<file path="src/rtl/io_request_arbiter_if.sv">
// Bundle between requesters, the io_request_arbiter and the shared io_module.
// The arbiter uses the master modport; the surrounding environment uses slave.
interface io_request_arbiter_if #(
  parameter int unsigned REQUESTERS       = 4,
  parameter int unsigned INSTRUCTION_SIZE = 3,
  parameter int unsigned SIZE_WORD        = 5,
  parameter int unsigned AUXILIAR_SIZE    = 44,
  parameter int unsigned IO_OUTPUT_SIZE   = 8
);
  logic [REQUESTERS-1:0]                  req_valid;
  logic [REQUESTERS*INSTRUCTION_SIZE-1:0] req_instr;
  logic [REQUESTERS*SIZE_WORD-1:0]        req_register;
  logic [REQUESTERS*AUXILIAR_SIZE-1:0]    req_aux;
  logic [REQUESTERS-1:0]                  req_ready;
  logic [REQUESTERS-1:0]                  resp_valid;
  logic [IO_OUTPUT_SIZE-1:0]              resp_data;
  logic                                   resp_err;
  logic [INSTRUCTION_SIZE-1:0]            io_instrucction;
  logic [SIZE_WORD-1:0]                   io_register;
  logic [AUXILIAR_SIZE-1:0]               io_auxiliar_register;
  logic                                   io_valid_instrucction;
  logic                                   io_busy;
  logic [IO_OUTPUT_SIZE-1:0]              io_result;
  logic                                   arb_busy;

  modport master (
    input  req_valid, req_instr, req_register, req_aux, io_busy, io_result,
    output req_ready, resp_valid, resp_data, resp_err,
           io_instrucction, io_register, io_auxiliar_register,
           io_valid_instrucction, arb_busy
  );

  modport slave (
    output req_valid, req_instr, req_register, req_aux, io_busy, io_result,
    input  req_ready, resp_valid, resp_data, resp_err,
           io_instrucction, io_register, io_auxiliar_register,
           io_valid_instrucction, arb_busy
  );
endinterface

</file>
<file path="src/rtl/io_request_arbiter.sv">
// Round-robin arbiter sharing one io_module between several command sources:
// grants, holds the command through the busy window and returns a response.
module io_request_arbiter #(
  parameter int unsigned REQUESTERS       = 4,
  parameter int unsigned INSTRUCTION_SIZE = 3,
  parameter int unsigned SIZE_WORD        = 5,
  parameter int unsigned AUXILIAR_SIZE    = 44,
  parameter int unsigned IO_OUTPUT_SIZE   = 8,
  parameter int unsigned ACK_TIMEOUT      = 3
) (
  input logic              clk,
  input logic              rst,
  io_request_arbiter_if.master bus
);
  localparam int unsigned PTR_W = (REQUESTERS > 1) ? $clog2(REQUESTERS) : 1;
  localparam int unsigned SUM_W = PTR_W + 1;
  localparam int unsigned CNT_W = (ACK_TIMEOUT > 1) ? $clog2(ACK_TIMEOUT + 1) : 1;
  localparam logic [PTR_W-1:0] PTR_RST  = PTR_W'(REQUESTERS - 1);
  localparam logic [CNT_W-1:0] CNT_LAST = CNT_W'(ACK_TIMEOUT - 1);

  typedef enum logic [2:0] {IDLE, ISSUE, WAIT_BUSY, RUN, RESP} state_t;

  state_t                      state, state_n;
  logic [PTR_W-1:0]            ptr, ptr_n, grant;
  logic                        found;
  logic [CNT_W-1:0]            cnt, cnt_n;
  logic [REQUESTERS-1:0]       req_ready_q, req_ready_n, resp_valid_q, resp_valid_n;
  logic [REQUESTERS-1:0]       grant_1h, ptr_1h;
  logic [IO_OUTPUT_SIZE-1:0]   resp_data_q, resp_data_n;
  logic                        resp_err_q, resp_err_n;
  logic [INSTRUCTION_SIZE-1:0] instr_q, instr_n;
  logic [SIZE_WORD-1:0]        reg_q, reg_n;
  logic [AUXILIAR_SIZE-1:0]    aux_q, aux_n;
  logic                        io_valid_q, io_valid_n, arb_busy_q, arb_busy_n;
  logic                        is_read;

  logic [INSTRUCTION_SIZE-1:0] instr_arr [REQUESTERS];
  logic [SIZE_WORD-1:0]        reg_arr   [REQUESTERS];
  logic [AUXILIAR_SIZE-1:0]    aux_arr   [REQUESTERS];

  // Unpack per-requester operand slices
  for (genvar gi = 0; gi < REQUESTERS; gi++) begin : g_unpack
    assign instr_arr[gi] = bus.req_instr[gi*INSTRUCTION_SIZE +: INSTRUCTION_SIZE];
    assign reg_arr[gi]   = bus.req_register[gi*SIZE_WORD +: SIZE_WORD];
    assign aux_arr[gi]   = bus.req_aux[gi*AUXILIAR_SIZE +: AUXILIAR_SIZE];
  end

  // First pending requester searching upward from ptr+1, with wrap
  always_comb begin
    logic [SUM_W-1:0] sum;
    found = 1'b0;
    grant = ptr;
    sum   = '0;
    for (int unsigned i = 1; i <= REQUESTERS; i++) begin
      sum = {1'b0, ptr} + SUM_W'(i);
      if (sum >= SUM_W'(REQUESTERS)) sum = sum - SUM_W'(REQUESTERS);
      if (!found && bus.req_valid[sum[PTR_W-1:0]]) begin
        found = 1'b1;
        grant = sum[PTR_W-1:0];
      end
    end
  end

  assign grant_1h = REQUESTERS'(1) << grant;
  assign ptr_1h   = REQUESTERS'(1) << ptr;
  assign is_read  = (instr_q == INSTRUCTION_SIZE'(3'b100)) ||
                    (instr_q == INSTRUCTION_SIZE'(3'b101)) ||
                    (instr_q == INSTRUCTION_SIZE'(3'b110));

  // Next state and next values of every registered output
  always_comb begin
    state_n      = state;
    ptr_n        = ptr;
    cnt_n        = cnt;
    req_ready_n  = '0;
    resp_valid_n = '0;
    resp_data_n  = resp_data_q;
    resp_err_n   = resp_err_q;
    instr_n      = instr_q;
    reg_n        = reg_q;
    aux_n        = aux_q;
    io_valid_n   = 1'b0;
    case (state)
      IDLE: begin
        if (found && !bus.io_busy) begin
          state_n     = ISSUE;
          ptr_n       = grant;
          req_ready_n = grant_1h;
          io_valid_n  = 1'b1;
          instr_n     = instr_arr[grant];
          reg_n       = reg_arr[grant];
          aux_n       = aux_arr[grant];
        end
      end
      ISSUE: begin
        state_n = WAIT_BUSY;
        cnt_n   = '0;
      end
      WAIT_BUSY: begin
        if (bus.io_busy) begin
          state_n = RUN;
        end else if (cnt == CNT_LAST) begin
          // io_module never acknowledged: report an error response
          state_n      = RESP;
          resp_valid_n = ptr_1h;
          resp_err_n   = 1'b1;
          resp_data_n  = '0;
        end else begin
          cnt_n = cnt + CNT_W'(1);
        end
      end
      RUN: begin
        if (!bus.io_busy) begin
          state_n      = RESP;
          resp_valid_n = ptr_1h;
          resp_err_n   = 1'b0;
          resp_data_n  = is_read ? bus.io_result : '0;
        end
      end
      RESP: begin
        state_n     = IDLE;
        resp_data_n = '0;
        resp_err_n  = 1'b0;
      end
      default: state_n = IDLE;
    endcase
    arb_busy_n = (state_n != IDLE);
  end

  always_ff @(posedge clk) begin
    if (!rst) begin
      state        <= IDLE;
      ptr          <= PTR_RST;
      cnt          <= '0;
      req_ready_q  <= '0;
      resp_valid_q <= '0;
      resp_data_q  <= '0;
      resp_err_q   <= 1'b0;
      instr_q      <= '0;
      reg_q        <= '0;
      aux_q        <= '0;
      io_valid_q   <= 1'b0;
      arb_busy_q   <= 1'b0;
    end else begin
      state        <= state_n;
      ptr          <= ptr_n;
      cnt          <= cnt_n;
      req_ready_q  <= req_ready_n;
      resp_valid_q <= resp_valid_n;
      resp_data_q  <= resp_data_n;
      resp_err_q   <= resp_err_n;
      instr_q      <= instr_n;
      reg_q        <= reg_n;
      aux_q        <= aux_n;
      io_valid_q   <= io_valid_n;
      arb_busy_q   <= arb_busy_n;
    end
  end

  assign bus.req_ready             = req_ready_q;
  assign bus.resp_valid            = resp_valid_q;
  assign bus.resp_data             = resp_data_q;
  assign bus.resp_err              = resp_err_q;
  assign bus.io_instrucction       = instr_q;
  assign bus.io_register           = reg_q;
  assign bus.io_auxiliar_register  = aux_q;
  assign bus.io_valid_instrucction = io_valid_q;
  assign bus.arb_busy              = arb_busy_q;
endmodule

</file>
<file path="src/flat_wrapper.sv">
// flat-port wrapper written by rule: the top's interface ports become plain ports
module io_request_arbiter_flat 
#(
  parameter int unsigned REQUESTERS       = 4,
  parameter int unsigned INSTRUCTION_SIZE = 3,
  parameter int unsigned SIZE_WORD        = 5,
  parameter int unsigned AUXILIAR_SIZE    = 44,
  parameter int unsigned IO_OUTPUT_SIZE   = 8,
  parameter int unsigned ACK_TIMEOUT      = 3
)
  (clk, rst, bus_req_valid, bus_req_instr, bus_req_register, bus_req_aux, bus_io_busy, bus_io_result, bus_req_ready, bus_resp_valid, bus_resp_data, bus_resp_err, bus_io_instrucction, bus_io_register, bus_io_auxiliar_register, bus_io_valid_instrucction, bus_arb_busy);
  io_request_arbiter_if #(.REQUESTERS(REQUESTERS), .INSTRUCTION_SIZE(INSTRUCTION_SIZE), .SIZE_WORD(SIZE_WORD), .AUXILIAR_SIZE(AUXILIAR_SIZE), .IO_OUTPUT_SIZE(IO_OUTPUT_SIZE)) bus_i ();
  input logic clk;
  input logic rst;
  input wire logic [$bits(bus_i.req_valid)-1:0] bus_req_valid;
  input wire logic [$bits(bus_i.req_instr)-1:0] bus_req_instr;
  input wire logic [$bits(bus_i.req_register)-1:0] bus_req_register;
  input wire logic [$bits(bus_i.req_aux)-1:0] bus_req_aux;
  input wire logic [$bits(bus_i.io_busy)-1:0] bus_io_busy;
  input wire logic [$bits(bus_i.io_result)-1:0] bus_io_result;
  output wire logic [$bits(bus_i.req_ready)-1:0] bus_req_ready;
  output wire logic [$bits(bus_i.resp_valid)-1:0] bus_resp_valid;
  output wire logic [$bits(bus_i.resp_data)-1:0] bus_resp_data;
  output wire logic [$bits(bus_i.resp_err)-1:0] bus_resp_err;
  output wire logic [$bits(bus_i.io_instrucction)-1:0] bus_io_instrucction;
  output wire logic [$bits(bus_i.io_register)-1:0] bus_io_register;
  output wire logic [$bits(bus_i.io_auxiliar_register)-1:0] bus_io_auxiliar_register;
  output wire logic [$bits(bus_i.io_valid_instrucction)-1:0] bus_io_valid_instrucction;
  output wire logic [$bits(bus_i.arb_busy)-1:0] bus_arb_busy;
  assign bus_i.req_valid = bus_req_valid;
  assign bus_i.req_instr = bus_req_instr;
  assign bus_i.req_register = bus_req_register;
  assign bus_i.req_aux = bus_req_aux;
  assign bus_i.io_busy = bus_io_busy;
  assign bus_i.io_result = bus_io_result;
  assign bus_req_ready = bus_i.req_ready;
  assign bus_resp_valid = bus_i.resp_valid;
  assign bus_resp_data = bus_i.resp_data;
  assign bus_resp_err = bus_i.resp_err;
  assign bus_io_instrucction = bus_i.io_instrucction;
  assign bus_io_register = bus_i.io_register;
  assign bus_io_auxiliar_register = bus_i.io_auxiliar_register;
  assign bus_io_valid_instrucction = bus_i.io_valid_instrucction;
  assign bus_arb_busy = bus_i.arb_busy;
  io_request_arbiter #(.REQUESTERS(REQUESTERS), .INSTRUCTION_SIZE(INSTRUCTION_SIZE), .SIZE_WORD(SIZE_WORD), .AUXILIAR_SIZE(AUXILIAR_SIZE), .IO_OUTPUT_SIZE(IO_OUTPUT_SIZE), .ACK_TIMEOUT(ACK_TIMEOUT)) u_core (.clk(clk), .rst(rst), .bus(bus_i));
endmodule
</file>
<file path="config.mk">
export PLATFORM = sky130hd
export DESIGN_NAME = io_request_arbiter_flat
export DESIGN_NICKNAME = d
export VERILOG_FILES = /design/src/rtl/io_request_arbiter_if.sv /design/src/rtl/io_request_arbiter.sv /design/src/flat_wrapper.sv
export SDC_FILE = /design/constraint.sdc
export NUM_CORES = 1
export LEC_CHECK = 0
export BUFFER_PORTS_ARGS = -buffer_cell sky130_fd_sc_hd__buf_4
export CAP_MARGIN = 5
export CORE_AREA = 3 3 112 114
export CTS_BUF_LIST = sky130_fd_sc_hd__clkbuf_4
export CTS_CLUSTER_DIAMETER = 60
export CTS_CLUSTER_SIZE = 8
export DETAILED_ROUTE_END_ITERATION = 6
export DIE_AREA = 0 0 115 117
export PLACE_DENSITY = 0.7
export SYNTH_ARGS = -nofsm -noshare
export SYNTH_HDL_FRONTEND = slang
export SYNTH_SLANG_ARGS = --single-unit
</file>
<file path="constraint.sdc">
create_clock -name clk -period 4.1 [get_ports clk]
set_clock_uncertainty 0.2 [all_clocks]
set_input_delay 0.82 -clock clk [delete_from_list [all_inputs] [get_ports clk]]
set_output_delay 0.82 -clock clk [all_outputs]
set_load 0.01 [all_outputs]
</file>
==> metrics.cfg, run 1 <==
[logic_synthesis]
ys_types = 37
synth_edf_count = 0
avgSynthCellArea_um2 = 9.690
synthAdderAreaFrac_pct = 1.526
synthCells = 423
synth_fp_nets = 651
synth-async-reset-ratio_pct = 0
seq_area_frac_synth_pct = 38.10
synth_compound_area_share_pct = 14.35
yosysWarnings = 0
synth_area_um2 = 4099
synth-xor-area-share_pct = 0.6716
yosys_register_bits = 78
ys.flop_type = dfxtp_1
synth_top_family_by_area = multiplexers
synthMuxAreaShare_pct = 28.24
synth-simple-area-share_pct = 12.52

[clock_tree]
ctsHoldBuffers = 0
cts_resized = 0
cts-htree-levels = 3
cts.sinks = 78
path_clk_slew_ns = 0.13
ctsLongestPathBuffers = 2
insertion_delay_ns = 0.41
root_buffer = clkbuf_4
numCtsBuffers = 9
postCtsSetupBuffers = 0
cts_tree = done

[timing]
hold_viol = 0
rsz0062_at_grt = no
hold_slack_ns = 0.2669
worst-slew-pin-transition_ns = 1.022
post-route-period-util_pct = 86.12
slew_headroom_pct = 31.84
fmax_ghz = 0.2832
setup_viol_count_final = 0
slew_viol_final = 0
fin_crit_ns = 3.531
fin_tns_setup_ns = 0

[power_and_ir_drop]
ir_drop_uv = 256.6
power.density_nw_per_um2 = 432.1
leakage_nw = 3.183

[routing]
avgRoutedWirePerCell_um = 17.17
routed_wl_mm = 14.57
drc = 0
ant_nets = 0
via_per_inst = 5.153
dr_total_vias = 4375
first_pass_iters = 6
drtIter0Drc = 173

[global_route]
antenna_found_initial = 1
met1_usage_pct = 20.47
grt_pass1_wl_mm = 21.43
grtUsageMet2_pct = 38.46
use_met3_pct = 7.147
grt_pass1_vias = 4487
grt_usage_pct = 20.10
globalRouteOverflowTotal = 0
grt_max_degree = 44
busiest_layer = met2

[placed_design]
gp_congestion = 0.7782
dp_cells = 834
dp_hpwl_mm = 11.50
portBuffers = 293
placed_area_um2 = 6416

[die]
pin_count = 294
initial_utilization_pct = 35.59
die_width_um = 115
row_count = 39
core_um2 = 11520
die_y_um = 117
dieArea_um2 = 13460

[critical_path]
r2r_end = u_core.bus.io_auxiliar_register[29]$_SDFFE_PN0P_
path_cells = inv_1 -> ha_1 -> mux4_2 -> nand2b_1 -> nor2b_2 -> xnor2_4 -> buf_12 -> mux2i_1 -> o221ai_1
critPathRequiredTime_ns = 4.19
critPathTopFamily = XOR/XNOR gates
critPathArrivalTime_ns = 3.62
rrSetupSlack_ns = 0.57
critical_path.max_stage_delay_ns = 0.80
reg2reg_depth = 9
setup.worst_path.end_class = flip-flop
timing.rr.start = u_core.ptr[1]$_SDFFE_PN1P_
worst_path_max_delay_cell = xnor2_4
start_kind = flip-flop
path_class = reg -> reg
critPathMaxFanout = 43
path_buf_inv = 2

[final_layout]
design_area_um2 = 6539
areaGrowthSynthToFinish_pct = 59.52
num-fill-cells = 1040
drive_above_1_share_pct = 45.82
fin_nets = 930
fin_cells = 849

[hold_path]
holdPathStages = 2
min_to = u_core.bus.resp_data[6]$_SDFFE_PN0P_
hold_path_class = reg -> reg
worstHoldStart = u_core.bus.resp_data[6]$_SDFFE_PN0P_

[status]
run_status = finished, final reports clean

[flow_run]
max_cap_viol_count = 0

synth_stat cells (3+ instances only):
| master | n | share of area (%) |
|---|---|---|
| inv_1 | 4 | 0.37 |
| nor2_1 | 15 | 1.4 |
| nand2_1 | 67 | 6.1 |
| nand3_1 | 8 | 0.98 |
| clkbuf_1 | 13 | 1.2 |
| or3_1 | 3 | 0.46 |
| o221ai_1 | 52 | 11 |
| dfxtp_1 | 78 | 38 |
| ha_1 | 5 | 1.5 |
| buf_2 | 13 | 1.6 |
| a21oi_1 | 13 | 1.6 |
| nand2b_1 | 6 | 0.92 |
| mux2i_1 | 110 | 27 |
| buf_6 | 4 | 1.1 |
| and3_1 | 4 | 0.61 |
how the worst max path moves through the flow:
stage                                           from  slack (ns)  cells after the start                                               end
after detailed placement            bus_req_valid[1]        0.37                      8  u_core.bus.io_auxiliar_register[29]$_SDFFE_PN0P_
after CTS                 u_core.ptr[1]$_SDFFE_PN1P_        0.55                      9  u_core.bus.io_auxiliar_register[29]$_SDFFE_PN0P_
after global placement              bus_req_valid[1]        0.41                      8  u_core.bus.io_auxiliar_register[29]$_SDFFE_PN0P_
final                     u_core.ptr[1]$_SDFFE_PN1P_        0.57                      9  u_core.bus.io_auxiliar_register[29]$_SDFFE_PN0P_
after floorplan           u_core.ptr[0]$_SDFFE_PN1P_        1.06                     12  u_core.bus.io_auxiliar_register[12]$_SDFFE_PN0P_
after global routing      u_core.ptr[1]$_SDFFE_PN1P_        0.27                      9   u_core.bus.io_auxiliar_register[4]$_SDFFE_PN0P_
flip-flops by register name, indices dropped and copies added (netlist names):
name	flops
u_core.bus.arb_busy	1
u_core.ptr	2
u_core.bus.resp_valid	4
u_core.bus.resp_data	8
u_core.bus.io_auxiliar_register	44
u_core.cnt	2
u_core.state	3
u_core.bus.io_valid_instrucction	1
u_core.bus.io_instrucction	3
u_core.bus.resp_err	1
u_core.bus.req_ready	4
u_core.bus.io_register	5
logic make-up after synthesis:
family	after synthesis
fa+ha+maj	5
flops	78
buf+inv	37
xor+xnor	1
simple gates	115
mux	113
compound gates	74
cells in the final DEF (no fill, tap or decap), drive strengths merged, types with 2 or more instances in the layout:
master / netlist / final
buf: 19 / 300
mux2i: 110 / 110
dfxtp: 78 / 78
nand2: 67 / 67
o221ai: 52 / 52
nor2: 15 / 15
a21oi: 13 / 13
clkbuf: 13 / 9
nand3: 8 / 8
nand2b: 6 / 6
ha: 5 / 5
inv: 5 / 5
and3: 4 / 4
or3: 3 / 3
clkinv: 0 / 3
nor2b: 3 / 3
a22oi: 2 / 2
nand3b: 2 / 2
a211oi: 2 / 2
mux4: 2 / 2
and2: 2 / 2
report_power, final:
part           switching, mW  leakage (nW)  internal (mW)  total [mW]
clock                  0.268        0.0674          0.177       0.445
sequential            0.0803         0.638          0.892       0.972
combinational          0.664          2.48          0.744        1.41
stage by stage:
| step | setup slack [ns] | util [%] | total power, mW |
|---|---|---|---|
| 5_1_grt | 0.2657 | 56.78 | 2.992 |
| 2_1_floorplan | 1.063 | - | 1.888 |
| 6_report | 0.5689 | 56.78 | 2.825 |
| 3_3_place_gp | 0.4069 | 55.71 | 2.378 |
| 4_1_cts | 0.5515 | 56.76 | 2.851 |
| 3_5_place_dp | 0.3676 | 55.71 | 2.411 |
area by class of cell:
type / instances / area, µm² / area share [%]
Sequential cell: 78 / 1562 / 23.88
Tap cell: 143 / 178.9 / 2.736
Timing Repair Buffer: 300 / 2302 / 35.21
Inverter: 5 / 18.77 / 0.2870
Multi-Input combinational cell: 308 / 2355 / 36.01
Antenna cell: 1 / 2.502 / 0.03827
Clock buffer: 9 / 67.56 / 1.033
Clock inverter: 5 / 52.55 / 0.8037
tightest hold or removal path, delay by kind of cell (launching register included):
family	cells	cell delay, ns
flip-flops	1	0.33
AND/OR/NAND/NOR	1	0.05
AO/OA/AOI/OAI	1	0.05
metal layers:
metal / vias up / part of all wire (%)
met3: 23 / 8.7
met4: 0 / 2.0
met1: 2029 / 36
li1: 2137 / -
met5: - / 0
met2: 186 / 53
(Power assumes the default switching activity.)
==> run 2, diff against run 1 <==
--- a/config.mk
+++ b/config.mk
@@ -5,15 +5,17 @@
 export SDC_FILE = /design/constraint.sdc
 export NUM_CORES = 1
 export LEC_CHECK = 0
+export ABC_AREA = 1
 export BUFFER_PORTS_ARGS = -buffer_cell sky130_fd_sc_hd__buf_4
 export CAP_MARGIN = 5
-export CORE_AREA = 3 3 112 114
+export CORE_MARGIN = 3
+export CORE_UTILIZATION = 48
 export CTS_BUF_LIST = sky130_fd_sc_hd__clkbuf_4
 export CTS_CLUSTER_DIAMETER = 60
 export CTS_CLUSTER_SIZE = 8
 export DETAILED_ROUTE_END_ITERATION = 6
-export DIE_AREA = 0 0 115 117
-export PLACE_DENSITY = 0.7
+export GPL_TIMING_DRIVEN = 0
+export PLACE_DENSITY = 0.83
 export SYNTH_ARGS = -nofsm -noshare
 export SYNTH_HDL_FRONTEND = slang
 export SYNTH_SLANG_ARGS = --single-unit
==> run 2 against run 1 <==
Net effect:
- critical path depth rose by 6
- sequential power is 10% higher
- via count up 68%
- non-clock buffer count is 55 higher
- die area increased by 0.98%
- highest routed layer unchanged
- worst setup slack gained 0.76 ns
- largest power group unchanged
==> metrics.cfg, run 2 <==
[logic_synthesis]
synth_edf_count = 0  ; unchanged
synth_area_um2 = 5868  ; was 4099 µm²
yosys_register_bits = 78  ; unchanged
synth_fp_nets = 1240  ; was 651
ys.flop_type = dfxtp_1  ; unchanged
yosysWarnings = 0  ; unchanged
ys_types = 27  ; was 37
synthCells = 1012  ; was 423
yosys.area.top_type = dfxtp_1  ; unchanged
avgSynthCellArea_um2 = 5.799  ; was 9.690 µm²
synth_most_common_cell = inv_1  ; was mux2i_1
netlist_top_cells_area = dfxtp_1 27%, nand3_1 19%, inv_1 15%  ; was dfxtp_1 38%, mux2i_1 27%, o221ai_1 11%
netlist.area_leader.share_pct = 26.61  ; was 38.10%
seq_area_frac_synth_pct = 26.61  ; was 38.10%
netlist_top_cells_count = 234 x inv_1, 227 x nand3_1, 185 x nand2_1, 122 x nor2_1, 78 x dfxtp_1  ; was 110 x mux2i_1, 78 x dfxtp_1, 67 x nand2_1, 52 x o221ai_1, 15 x nor2_1
synth-async-reset-ratio_pct = 0  ; unchanged

[routing]
routed_wl_mm = 21.17  ; was 14.57 mm
first_pass_iters = 7  ; was 6
ant_nets = 0  ; unchanged
top_layer_used = met4  ; unchanged
drc = 0  ; unchanged
met3_length_mm = 1.961  ; was 1.263 mm
via_per_inst = 5.008  ; was 5.153
avgRoutedWirePerCell_um = 14.45  ; was 17.17 µm
dr_total_vias = 7336  ; was 4,375
met2WireLength_mm = 10.11  ; was 7.711 mm
wl_met1_mm = 8.372  ; was 5.302 mm
drtIter0Drc = 509  ; was 173

[timing]
hold_slack_ns = 0.2777  ; was 0.2669 ns
rsz0062_at_grt = no  ; unchanged
slew_viol_final = 0  ; unchanged
setup_viol_count_final = 0  ; unchanged
fin_tns_setup_ns = 0  ; unchanged
slew_headroom_pct = 65.29  ; was 31.84%
worst-slew-pin-transition_ns = 0.5206  ; was 1.022 ns
fmax_ghz = 0.3610  ; was 0.2832 GHz
post-route-period-util_pct = 67.55  ; was 86.12%
fin_crit_ns = 2.770  ; was 3.531 ns
hold_viol = 0  ; unchanged

[die]
core_um2 = 11660  ; was 11,520 µm²
initial_utilization_pct = 50.32  ; was 35.59%
pin_count = 294  ; unchanged
dieArea_um2 = 13590  ; was 13,460 µm²
row_count = 39  ; unchanged
die_width_um = 116.6  ; was 115 µm
die_y_um = 116.6  ; was 117 µm

[critical_path]
path_cells = buf_4 -> inv_4 -> ha_1 -> inv_1 -> nand3_1 -> nand2_2 -> inv_1 -> nand3_1 -> nand3_2 -> inv_2 -> buf_6 -> buf_4 -> nand3_1 -> nand2_1 -> inv_1  ; was inv_1 -> ha_1 -> mux4_2 -> nand2b_1 -> nor2b_2 -> xnor2_4 -> buf_12 -> mux2i_1 -> o221ai_1
worst_path_max_delay_cell = dfxtp_1  ; was xnor2_4
setup.worst_path.end_class = flip-flop  ; unchanged
path_buf_inv = 8  ; was 2
critPathMaxFanout = 10  ; was 43
cp-startpoint = u_core.ptr[0]$_SDFFE_PN1P_  ; was u_core.ptr[1]$_SDFFE_PN1P_
worst-path-stages = 15  ; was 9
critPathArrivalTime_ns = 2.93  ; was 3.62 ns
start_kind = flip-flop  ; unchanged
setup.worst_path.end = u_core.bus.io_auxiliar_register[15]$_SDFFE_PN0P_  ; was u_core.bus.io_auxiliar_register[29]$_SDFFE_PN0P_
rrSetupSlack_ns = 1.33  ; was 0.57 ns
timing.rr.start = u_core.ptr[0]$_SDFFE_PN1P_  ; was u_core.ptr[1]$_SDFFE_PN1P_
critical_path.max_stage_delay_ns = 0.40  ; was 0.80 ns
critPathRequiredTime_ns = 4.26  ; was 4.19 ns
reg2reg_depth = 15  ; was 9
path_class = reg -> reg  ; unchanged
r2r_end = u_core.bus.io_auxiliar_register[15]$_SDFFE_PN0P_  ; was u_core.bus.io_auxiliar_register[29]$_SDFFE_PN0P_
critPathTopFamily = buffers and inverters  ; was XOR/XNOR gates

[final_layout]
utilization_pct = 71.93  ; was 56.78%
fin_nets = 1544  ; was 930
largest_reg_flops = 44  ; unchanged
layout_common_cells = 301 x buf_4, 234 x inv_1, 227 x nand3_1  ; was 296 x buf_4, 110 x mux2i_1, 78 x dfxtp_1
layout_commonest_cell = buf_4  ; unchanged
areaGrowthSynthToFinish_pct = 42.96  ; was 59.52%
drive_above_1_share_pct = 28.69  ; was 45.82%

[global_route]
grt_pass1_wl_mm = 31.68  ; was 21.43 mm
grt_pass1_vias = 6575  ; was 4,487
grt_usage_pct = 29.26  ; was 20.10%
globalRouteOverflowTotal = 0  ; unchanged
antenna_found_initial = 0  ; was 1
grt_max_degree = 18  ; was 44

[power_and_ir_drop]
ir_drop_uv = 398.7  ; was 256.6 µV
leakage_nw = 5.032  ; was 3.183 nW
power.density_nw_per_um2 = 697.4  ; was 432.1 nW/µm²

[flow_run]
max_cap_viol_count = 0  ; unchanged

[clock_tree]
path_clk_slew_ns = 0.16  ; was 0.13 ns
numCtsBuffers = 9  ; unchanged
ctsHoldBuffers = 0  ; unchanged
cts_tree = done  ; unchanged
cts.sinks = 78  ; unchanged
cts_resized = 0  ; unchanged
ctsLongestPathBuffers = 2  ; unchanged
postCtsSetupBuffers = 0  ; unchanged
insertion_delay_ns = 0.46  ; was 0.41 ns
root_buffer = clkbuf_4  ; unchanged
cts-htree-levels = 3  ; unchanged

[placed_design]
gp_congestion = 0.9557  ; was 0.7782
portBuffers = 293  ; unchanged
dp_hpwl_mm = 16.60  ; was 11.50 mm

[hold_path]
hold_path_class = reg -> reg  ; unchanged
holdPathStages = 2  ; unchanged

[status]
run_status = finished, final reports clean  ; unchanged

==> run 2: cell count changes after synthesis, sizes merged, moves of 7 or more <==
cell / previous run / this run
mux2i: 110 / 0
o221ai: 52 / 0
nand3b: 2 / 53
a21oi: 13 / 20
buf: 19 / 54
nand2: 67 / 192
inv: 5 / 238
nand3: 8 / 231
nor2: 15 / 122
==> run 2: worst min-delay path by stage <==
stage / slack [ns] / startpoint / end
after floorplan: 0.25 / u_core.cnt[1]$_SDFFE_PN0P_ / u_core.cnt[1]$_SDFFE_PN0P_
after global placement: 0.25 / u_core.bus.resp_err$_SDFFE_PN0P_ / u_core.bus.resp_err$_SDFFE_PN0P_
after detailed placement: 0.26 / u_core.bus.resp_data[5]$_SDFFE_PN0P_ / u_core.bus.resp_data[5]$_SDFFE_PN0P_
after CTS: 0.28 / u_core.bus.resp_data[5]$_SDFFE_PN0P_ / u_core.bus.resp_data[5]$_SDFFE_PN0P_
after global routing: 0.30 / u_core.bus.resp_data[3]$_SDFFE_PN0P_ / u_core.bus.resp_data[3]$_SDFFE_PN0P_
final: 0.28 / u_core.bus.resp_data[1]$_SDFFE_PN0P_ / u_core.bus.resp_data[1]$_SDFFE_PN0P_
==> run 2: through the flow <==
| stage | power (mW) | instances | setup WS, ns | instance area [µm²] |
|---|---|---|---|---|
| global placement | 5.260 | 1448 | 1.443 | 8247 |
| detailed placement | 5.331 | 1448 | 1.401 | 8247 |
| finish | 5.851 | 1465 | 1.330 | 8389 |
| CTS | 5.821 | 1464 | 1.358 | 8387 |
| floorplan | 3.985 | 1012 | 1.787 | 5868 |
| global route | 6.341 | 1464 | 1.111 | 8387 |
==> run 2: cell families after synthesis <==
group           after synthesis  synth area share (%)
compound gates               26                 2.388
fa+ha+maj                     5                 1.066
simple gates                601                 47.93
flops                        78                 26.61
buf+inv                     302                 22.00
==> run 2: area by class of cell <==
cell class / count / area, µm²
Inverter: 240 / 903.4
Clock buffer: 9 / 67.56
Multi-Input combinational cell: 632 / 3015
Fill cell: 1097 / 3273
Antenna cell: 1 / 2.502
Buffer: 62 / 387.9
Clock inverter: 7 / 72.57
Timing Repair Buffer: 293 / 2200
Sequential cell: 78 / 1562
Tap cell: 143 / 178.9
==> run 2: report_power, final <==
part,internal [mW],switching (mW)
Clock,0.144,0.340
Sequential,0.961,0.113
Combinational,1.64,2.66
==> run 2: metal layers <==
metal	global-route usage [%]	vias up
li1	-	3681
met5	0	-
met3	6.684	61
met2	49.89	374
met4	11.24	0
met1	35.91	3220
==> run 2: tightest hold or removal path, delay by kind of cell (launching register included) <==
| family | cells | cell delay (ns) |
|---|---|---|
| AO/OA/AOI/OAI | 1 | 0.06 |
| flip-flops | 1 | 0.34 |
| AND/OR/NAND/NOR | 1 | 0.06 |
